File: src/rtl/queue_event_ctrl_pkg.sv
// Shared constants and types for the bank-queue event front end.
// The direction encoding is also used by the downstream up/down counter.
package queue_event_ctrl_pkg;

    localparam int unsigned DEBOUNCE_CYCLES_DEF = 4;
    localparam int unsigned SERVED_W_DEF        = 8;
    localparam int unsigned DB_CNT_W            = 8;

    localparam logic DIR_UP   = 1'b1;
    localparam logic DIR_DOWN = 1'b0;

    // Decision for one cycle of enter/leave events against the queue flags
    typedef struct packed {
        logic step;
        logic dir;
        logic rej_full;
        logic rej_empty;
        logic served_inc;
    } arb_t;

endpackage

File: src/rtl/queue_event_ctrl_debounce.sv
// One sensor channel: two-flop synchroniser, debounce counter, debounced level
// and a registered single-cycle pulse on each rising edge of that level.
module sensor_debounce
    import queue_event_ctrl_pkg::*;
#(
    parameter int unsigned DEBOUNCE_CYCLES = DEBOUNCE_CYCLES_DEF
) (
    input  logic clk_i,
    input  logic rst_ni,
    input  logic raw_i,
    output logic rise_o
);

    localparam logic [DB_CNT_W-1:0] CNT_LAST = DB_CNT_W'(DEBOUNCE_CYCLES - 1);

    logic                sync1_q, sync2_q;
    logic                level_q, level_d;
    logic                prev_q;
    logic                rise_q;
    logic [DB_CNT_W-1:0] cnt_q, cnt_d;

    // The counter only runs while the synchronised value disagrees with the level
    always_comb begin
        level_d = level_q;
        cnt_d   = '0;
        if (sync2_q != level_q) begin
            if (cnt_q == CNT_LAST) begin
                level_d = sync2_q;
            end else begin
                cnt_d = cnt_q + DB_CNT_W'(1);
            end
        end
    end

    always_ff @(posedge clk_i or negedge rst_ni) begin
        if (!rst_ni) begin
            sync1_q <= 1'b0;
            sync2_q <= 1'b0;
            level_q <= 1'b0;
            cnt_q   <= '0;
            prev_q  <= 1'b0;
            rise_q  <= 1'b0;
        end else begin
            sync1_q <= raw_i;
            sync2_q <= sync1_q;
            level_q <= level_d;
            cnt_q   <= cnt_d;
            // Edge detect on the registered level keeps the strobe latency fixed
            prev_q  <= level_q;
            rise_q  <= level_q & ~prev_q;
        end
    end

    assign rise_o = rise_q;

endmodule

File: src/rtl/queue_event_ctrl.sv
// Queue front end: debounces the entry sensor and teller button, arbitrates
// their events against full/empty and drives counter strobes and a served tally.
module queue_event_ctrl
    import queue_event_ctrl_pkg::*;
#(
    parameter int unsigned DEBOUNCE_CYCLES = DEBOUNCE_CYCLES_DEF,
    parameter int unsigned SERVED_W        = SERVED_W_DEF
) (
    input  logic                clk,
    input  logic                reset,
    input  logic                enter_raw,
    input  logic                leave_raw,
    input  logic                full,
    input  logic                empty,
    output logic                cnt_en,
    output logic                updown,
    output logic                rej_full,
    output logic                rej_empty,
    output logic [SERVED_W-1:0] served
);

    logic                enter_ev, leave_ev;
    arb_t                arb;
    logic                cnt_en_q, rej_full_q, rej_empty_q;
    logic                updown_q, updown_d;
    logic [SERVED_W-1:0] served_q, served_d;

    function automatic logic [SERVED_W-1:0] sat_inc(input logic [SERVED_W-1:0] v);
        return (&v) ? v : v + SERVED_W'(1);
    endfunction

    // Simultaneous events cancel unless a flag blocks one side; full+empty lets leave win
    function automatic arb_t arbitrate(input logic ent, input logic lev,
                                       input logic is_full, input logic is_empty);
        arb_t r;
        r     = '0;
        r.dir = DIR_DOWN;
        if (ent && lev) begin
            if (is_full) begin
                r.step       = 1'b1;
                r.dir        = DIR_DOWN;
                r.served_inc = 1'b1;
                r.rej_full   = 1'b1;
            end else if (is_empty) begin
                r.step      = 1'b1;
                r.dir       = DIR_UP;
                r.rej_empty = 1'b1;
            end else begin
                r.served_inc = 1'b1;
            end
        end else if (ent) begin
            if (is_full) begin
                r.rej_full = 1'b1;
            end else begin
                r.step = 1'b1;
                r.dir  = DIR_UP;
            end
        end else if (lev) begin
            if (is_empty) begin
                r.rej_empty = 1'b1;
            end else begin
                r.step       = 1'b1;
                r.dir        = DIR_DOWN;
                r.served_inc = 1'b1;
            end
        end
        return r;
    endfunction

    sensor_debounce #(.DEBOUNCE_CYCLES(DEBOUNCE_CYCLES)) u_enter (
        .clk_i  (clk),
        .rst_ni (reset),
        .raw_i  (enter_raw),
        .rise_o (enter_ev)
    );

    sensor_debounce #(.DEBOUNCE_CYCLES(DEBOUNCE_CYCLES)) u_leave (
        .clk_i  (clk),
        .rst_ni (reset),
        .raw_i  (leave_raw),
        .rise_o (leave_ev)
    );

    always_comb begin
        arb      = arbitrate(enter_ev, leave_ev, full, empty);
        updown_d = arb.step ? arb.dir : updown_q;
        served_d = arb.served_inc ? sat_inc(served_q) : served_q;
    end

    always_ff @(posedge clk or negedge reset) begin
        if (!reset) begin
            cnt_en_q    <= 1'b0;
            updown_q    <= 1'b0;
            rej_full_q  <= 1'b0;
            rej_empty_q <= 1'b0;
            served_q    <= '0;
        end else begin
            cnt_en_q    <= arb.step;
            updown_q    <= updown_d;
            rej_full_q  <= arb.rej_full;
            rej_empty_q <= arb.rej_empty;
            served_q    <= served_d;
        end
    end

    assign cnt_en    = cnt_en_q;
    assign updown    = updown_q;
    assign rej_full  = rej_full_q;
    assign rej_empty = rej_empty_q;
    assign served    = served_q;

endmodule

File: config.mk
export PLATFORM = sky130hd
export DESIGN_NAME = queue_event_ctrl
export DESIGN_NICKNAME = d
export VERILOG_FILES = /design/src/rtl/queue_event_ctrl_pkg.sv /design/src/rtl/queue_event_ctrl_debounce.sv /design/src/rtl/queue_event_ctrl.sv
export SDC_FILE = /design/constraint.sdc
export NUM_CORES = 1
export LEC_CHECK = 0
export ABC_CLOCK_PERIOD_IN_PS = 1900
export BUFFER_PORTS_ARGS = -buffer_cell sky130_fd_sc_hd__buf_2
export CORE_MARGIN = 3
export CORE_UTILIZATION = 53
export CTS_CLUSTER_SIZE = 25
export DETAILED_ROUTE_END_ITERATION = 10
export PLACE_DENSITY = 0.77
export SLEW_MARGIN = 10
export SYNTH_ARGS = -nofsm -noshare
export SYNTH_HDL_FRONTEND = slang
export SYNTH_HIERARCHICAL = 1
export SYNTH_SLANG_ARGS = --single-unit
File: constraint.sdc
create_clock -name clk -period 1.9 [get_ports clk]
set_clock_uncertainty 0.2 [all_clocks]
set_input_delay 0.095 -clock clk [delete_from_list [all_inputs] [get_ports clk]]
set_output_delay 0.095 -clock clk [all_outputs]
set_load 0.05 [all_outputs]
Yosys cells after proc, flatten, opt, wreduce, memory -nomap -nowiden
Index checks and enable logic that the tools add are counted.
- add/sub/neg operators: 3
- eq/ne operators: 4
- multiplexer cells: 19
- bitwise logic cells: 5
- reductions and logical operators: 5
- operators with widths (operator ; number):
    $mux 8 ; 4
    $add 8x1->8 const B ; 3
    $eq 8x2->1 const B ; 2
    $mux 2 ; 8
    $reduce_and 8->1 ; 1
    $mux 1 ; 6
    $reduce_and 2->1 ; 3
    $mux 5 ; 1
    $not 1->1 ; 3
    $and 1x1->1 ; 2
    $ne 1x1->1 ; 2
    $logic_and 1x1->1 ; 1
- bits in registers: 38
- logic and storage cells: 53

Logic depth before layout (Yosys ltp)
Gate-level depths: netlist (run 1).
- depth after elaboration: 5
- depth in mapped cells: 5
- depth with buffers taken out: 5

Modules after synthesis
Netlist (run 1), hierarchy kept.
- by module, submodules not included (module ; times used ; cells an instance ; area an instance (um^2)):
    sensor_debounce ; 2 ; 47 ; 549.3
    queue_event_ctrl ; 1 ; 57 ; 598.1

Worst setup path after synthesis (run 1)
Ideal clock, no wire load.
- path type: reg2reg
- start: reg served_q[0] (netlist: served[0])
- end: reg served_q[1] (netlist: served[1])
- arrival: 1.654 ns
- required time: 1.572 ns
- path slack: -0.081 ns
- stages on the path, launching flop included: 5
- path buffers: 0
- period minus slack after synthesis: 1.981 ns
- cell sequence: dfrtp_1 ha_1 nand3_1 o211ai_2 mux2_1
- cells in the longest elaborated chain, start to end: 3
- elaborated cells between the ends (all ways): 4
- those cells by class: 1 x add/sub; 1 x bitwise; 2 x reduce/logical
- ends and longest elaborated chain (what ; RTL line ; text):
    start, declared ; queue_event_ctrl.sv:26 ; logic [SERVED_W-1:0] served_q, served_d;
    start signal, assigned ; queue_event_ctrl.sv:102 ; served_q <= served_d;
    branches (longest 3 deep; another with $add 8x1->8) ; -- ;
Parallel ways; which one is timed is not known.
A chain may end at the register's enable or synchronous reset.

Final worst setup path (run 1)
- start: reg served_q[3] (netlist: served[3])
- end: reg served_q[7] (netlist: served[7])
The elaborated chain is that of the path after synthesis.

==> results of run 1 <==
==> kinds of logic after synthesis <==
| family | Yosys count | synth area share |
|---|---|---|
| xor gates and xnor gates | 10 | 0.05162 |
| muxes | 7 | 0.04572 |
| DFF | 38 | 0.5605 |
| adders and majority gates | 5 | 0.03687 |
| and+or+nand+nor | 61 | 0.2065 |
| buffers and inverters | 8 | 0.01770 |
| AOI/OAI and AO/OA | 22 | 0.08112 |
==> routing by layer <==
metal	track usage	vias to the layer above	share of wire
met5	0	-	0
met1	0.1977	589	0.46
met3	0.03957	5	0.043
met4	0.08264	0	0.015
li1	-	584	-
met2	0.2996	29	0.48
==> final cells by class <==
type,count,share of cell area
Timing Repair Buffer,25,0.08060
Clock buffer,7,0.02267
Multi-Input combinational cell,105,0.3602
Sequential cell,38,0.4798
Clock inverter,1,0.01511
Inverter,8,0.01511
Tap cell,42,0.02645
==> metrics by stage <==
stage | std cells | setup slack (ps) | hold slack (ps) | area [um^2]
finish | 226 | 213.5 | 71.22 | 1987
global route | 226 | 115.5 | 78.29 | 1987
CTS | 226 | 209.6 | 77.67 | 1987
detailed placement | 212 | 225.3 | -234.8 | 1852
global placement | 212 | 284.3 | -241.6 | 1852
floorplan | 151 | 3.792 | -400.6 | 1699
==> cells in the final DEF (no fill, tap or decap), drive strengths merged, types with 6 or more instances in the layout <==
cell and n:
nor3 7, inv 8, or3 6, clkbuf 7, dlygate4sd3 6, mux2 6, a21oi 10, nand2 10
nor2 14, nand3 11, dfrtp 38, buf 19, o21ai 7
==> power breakdown <==
group / switching, uW / internal (uW)
clock: 246 / 279
sequential: 229 / 1010
combinational: 601 / 285
total: 1080 / 1570
==> worst paths after layout <==
check	from	cells after the start	end
hold reg to reg	u_enter/sync1_q	0	u_enter/sync2_q
hold / removal	reset	3	served[0]
setup / recovery	served[3]	4	served[7]
min in group clk	u_enter/sync1_q	0	u_enter/sync2_q
setup reg to reg	served[3]	4	served[7]
max in group asynchronous	reset	3	u_leave/cnt_q[1]
==> worst max-delay path, stage by stage, from the launching register on <==
cell and delay (ps):
dfrtp_1 450, nand4_2 190, or2_1 290, nor3_2 130, mux2_1 330
==> results_dict.tcl, run 1 <==
set metrics [dict create \
    powerDensity_nw_per_um2 1333 \
    crit_type "flop to flop" \
    clk_latency_ps 330 \
    syn_to_final_growth_pct 17.11 \
    ys_warn_count 6 \
    register_area_um2 953.4 \
    syn_inst 151 \
    cts.sinks 38 \
    antenna_found_initial 0 \
    cap_violations 0 \
    synth_fp_nets 162 \
    grt_overflow 0 \
    route.vias.total 1207 \
    die-width_um 62.58 \
    synth_area_leaders "dfrtp_1 56%, ha_1 3.7%, nor2_1 3.1%" \
    synth_cell_types 29 \
    cts_hold_buf 6 \
    tightest_slew_ps 395.5 \
    worstPathArrival_ps 1710 \
    start_kind "flop" \
    num_rows 19 \
    hold_violations 0 \
    multiInputGateArea_um2 715.7 \
    grt_pass1_wl_um 5285 \
    yosysTopAreaCell "dfrtp_1" \
    rsz0062_at_grt "false" \
    ys_ff_latch 38 \
    p_total_uw 2649 \
    peakVddDrop_v 0.0007724 \
    synth-main-ff-cell "dfrtp_1" \
    initial_core_util 0.5850 \
    diodes 0 \
    gp_routability_congestion 0.8562 \
    drt-total-wl_um 2941 \
    grt_max_degree 18 \
    cts_setup_buffers 0 \
    dp_hpwl_um 2125 \
    post-route-drc-count 0 \
    worstSetupEndpointType "flop" \
    synth_area_per_cell_um2 11.24 \
    yosysMostFrequentCell "dfrtp_1" \
    track_usage 0.1717 \
    slew_viol_final 0 \
    period_share 0.8876 \
    first_pass_iters 4 \
    fmax_mhz 592.9 \
    utilization 0.6851 \
    period_needed_ps 1687 \
    finalSetupViolCount 0 \
    drive_gt1_frac 0.2228 \
    die_h_um 62.58 \
    cts_tree "built" \
    yosysSeqAreaShare 0.5605 \
    path_max_fanout 5 \
    reg2reg_slack_ps 210 \
    slew_headroom 0.7354 \
    htreeDepth 2 \
    clock_path_buffers 2 \
    core_um2 2900 \
    crit_required_ps 1930 \
    drt-wirelength-per-cell_um 13.01 \
    hp-class "input pin to async pin" \
    setup_tns_ps 0 \
    synthTopCellsByCount "38 x dfrtp_1, 14 x nor2_1, 10 x nand2_1, 10 x nand3_1" \
    cts_root_buffer "clkbuf_4" \
    clk_pin_slew_ps 110 \
    first_global_vias 1226 \
    vias_per_cell 5.341 \
    run_status "completed" \
    p_leak_uw 0.0009202 \
    netlist_area_um2 1697 \
    io_buffers 17 \
    synth-edff-count 0 \
    finalNetCount 194 \
    ant_nets 0 \
    synth_top_area_frac 0.5605 \
    io_pins 18 \
    dr.first_iter.drc_count 45 \
    cts_resized 0 \
    fp.dieArea_um2 3916 \
    async_flop_share 1.000 \
    fillers 232 \
    cts_buffers 5 \
]
(Power assumes the default switching activity.)
==> run 2, diff against run 1 <==
--- a/config.mk
+++ b/config.mk
@@ -12,6 +12,8 @@
 export CTS_CLUSTER_SIZE = 25
 export DETAILED_ROUTE_END_ITERATION = 10
 export PLACE_DENSITY = 0.77
+export RECOVER_POWER = 25
+export REMOVE_ABC_BUFFERS = 1
 export SLEW_MARGIN = 10
 export SYNTH_ARGS = -nofsm -noshare
 export SYNTH_HDL_FRONTEND = slang
==> run 2 against run 1 <==
Net effect: hold slack improved by 94 ps; largest cell class unchanged; setup slack got worse by 49 ps; critical path type unchanged; wire length fell by 5.8%; highest routed layer unchanged; combinational power fell by 2%; sequential power barely moved; via count fell by 0.50%; register-to-register slack got worse by 50 ps; final cell count fell by 1.3%; global-route usage rose by 0.085 points; first-iteration DRC count fell by 40%.
==> results_dict.tcl, run 2 (synthesis results as in run 1) <==
set metrics [dict create \
    run_status "completed" \
    die_h_um 62.58 \
    diodes 0 \
    vias_per_cell 5.386 \
    worstSetupEndpointType "flop" \
    reg2reg_slack_ps 160 \
    route.vias.total 1201 \
    grt_max_degree 39 \
    finalNetCount 191 \
    layout_commonest_cell "dfrtp_1" \
    tightest_slew_ps 888.3 \
    powerDensity_nw_per_um2 1302 \
    cts_setup_buffers 0 \
    finalSetupViolCount 0 \
    dr.first_iter.drc_count 27 \
    dpl_cell_area_um2 1834 \
    track_usage 0.1726 \
    setup_tns_ps 0 \
    critical_path.startpoint "served[0]" \
    cts_root_buffer "clkbuf_4" \
    worstPathArrival_ps 1770 \
    period_needed_ps 1735 \
    hold_violations 0 \
    first_pass_iters 2 \
    instances_no_fill 223 \
    slew_headroom 0.4078 \
    cp_num_buf_inv 0 \
    post-route-drc-count 0 \
    start_kind "flop" \
    clk_pin_slew_ps 110 \
    reg2reg_depth 4 \
    path_cells "ha_1 > nand3_1 > o211ai_2 > mux2_1" \
    path_max_fanout 4 \
    peakVddDrop_v 0.0007655 \
    fp.dieArea_um2 3916 \
    cts_buffers 5 \
    hp-class "flop to flop" \
    grt_pass1_wl_um 5333 \
    cap_violations 0 \
    grt_overflow 0 \
    num_rows 19 \
    syn_to_final_growth_pct 14.82 \
    crit_family "flip-flops" \
    io_pins 18 \
    dp_cells 210 \
    slew_viol_final 0 \
    rsz0062_at_grt "false" \
    antenna_found_initial 0 \
    first_global_vias 1260 \
    initial_core_util 0.5850 \
    p_leak_uw 0.0009054 \
    drt-wirelength-per-cell_um 12.42 \
    slowest_stage "dfrtp_1" \
    rr_endpoint "served[1]" \
    crit_type "flop to flop" \
    cp-endpoint "served[1]" \
    die-width_um 62.58 \
    clock_path_buffers 2 \
    gp_routability_congestion 0.8383 \
    clk_latency_ps 340 \
    slowest_delay_ps 410 \
    p_total_uw 2537 \
    layout_common_cells "38 x dfrtp_1, 16 x buf_2, 14 x nor2_1" \
    ant_nets 0 \
    final_cell_area_um2 1948 \
    cts.sinks 38 \
    utilization 0.6717 \
    fillers 246 \
    drt-total-wl_um 2769 \
    crit-reg2reg-launch "served[0]" \
    fmax_mhz 576.3 \
    period_share 0.9133 \
    htreeDepth 2 \
    cts_tree "built" \
    cp_num_cells 4 \
    dp_hpwl_um 2005 \
    io_buffers 17 \
    core_um2 2900 \
    crit_required_ps 1930 \
    drive_gt1_frac 0.2099 \
]
run 2: timing repair:
| item | CTS | global route |
|---|---|---|
| hold buffers | 5 | 0 |
| endpoints found under the hold margin | 44 | 0 |
| resized for setup | 0 | 0 |
run 2: layer usage:
metal / routed length (um) / global-route usage / vias up / share of wire
met1: 1234 / 0.1969 / 593 / 0.45
met2: 1347 / 0.2876 / 21 / 0.49
li1: - / - / 581 / -
met5: 0 / 0 / - / 0
met3: 135 / 0.06295 / 6 / 0.049
met4: 51 / 0.07989 / 0 / 0.018
run 2: cell type report:
cell class	count	area, um^2	area share
well taps	42	52.55	0.02697
multi-input cells	105	715.7	0.3674
flip-flops and latches	38	950.9	0.4881
repair buffers	22	135.1	0.06936
clock inverters	2	12.51	0.006423
clock buffers	6	51.30	0.02633
inverters	8	30.03	0.01541
run 2: report_power, final:
part,switching [uW],leakage [uW],internal [uW]
registers,222,0.000489,1000
logic,591,0.000382,280
clock network,262,0.0000343,178
total,1070,0.000905,1460
run 2: metrics by stage:
step / hold slack [ps] / setup WS, ps
finish: 165.0 / 164.8
global route: 165.6 / 28.13
CTS: 167.8 / 147.5
global placement: 3.134 / 269.2
detailed placement: 5.136 / 167.8
floorplan: -400.6 / -81.45
run 2: worst min-delay path by stage:
stage	cells past startpoint	start	slack [ps]	to
2_1_floorplan	0	reset	-400	cnt_en
3_3_place_gp	1	enter_raw	3	u_enter/sync1_q
3_5_place_dp	1	enter_raw	5	u_enter/sync1_q
4_1_cts	0	u_enter/sync1_q	170	u_enter/sync2_q
5_1_grt	2	enter_raw	170	u_enter/sync1_q
6_report	0	u_leave/sync1_q	160	u_leave/sync2_q
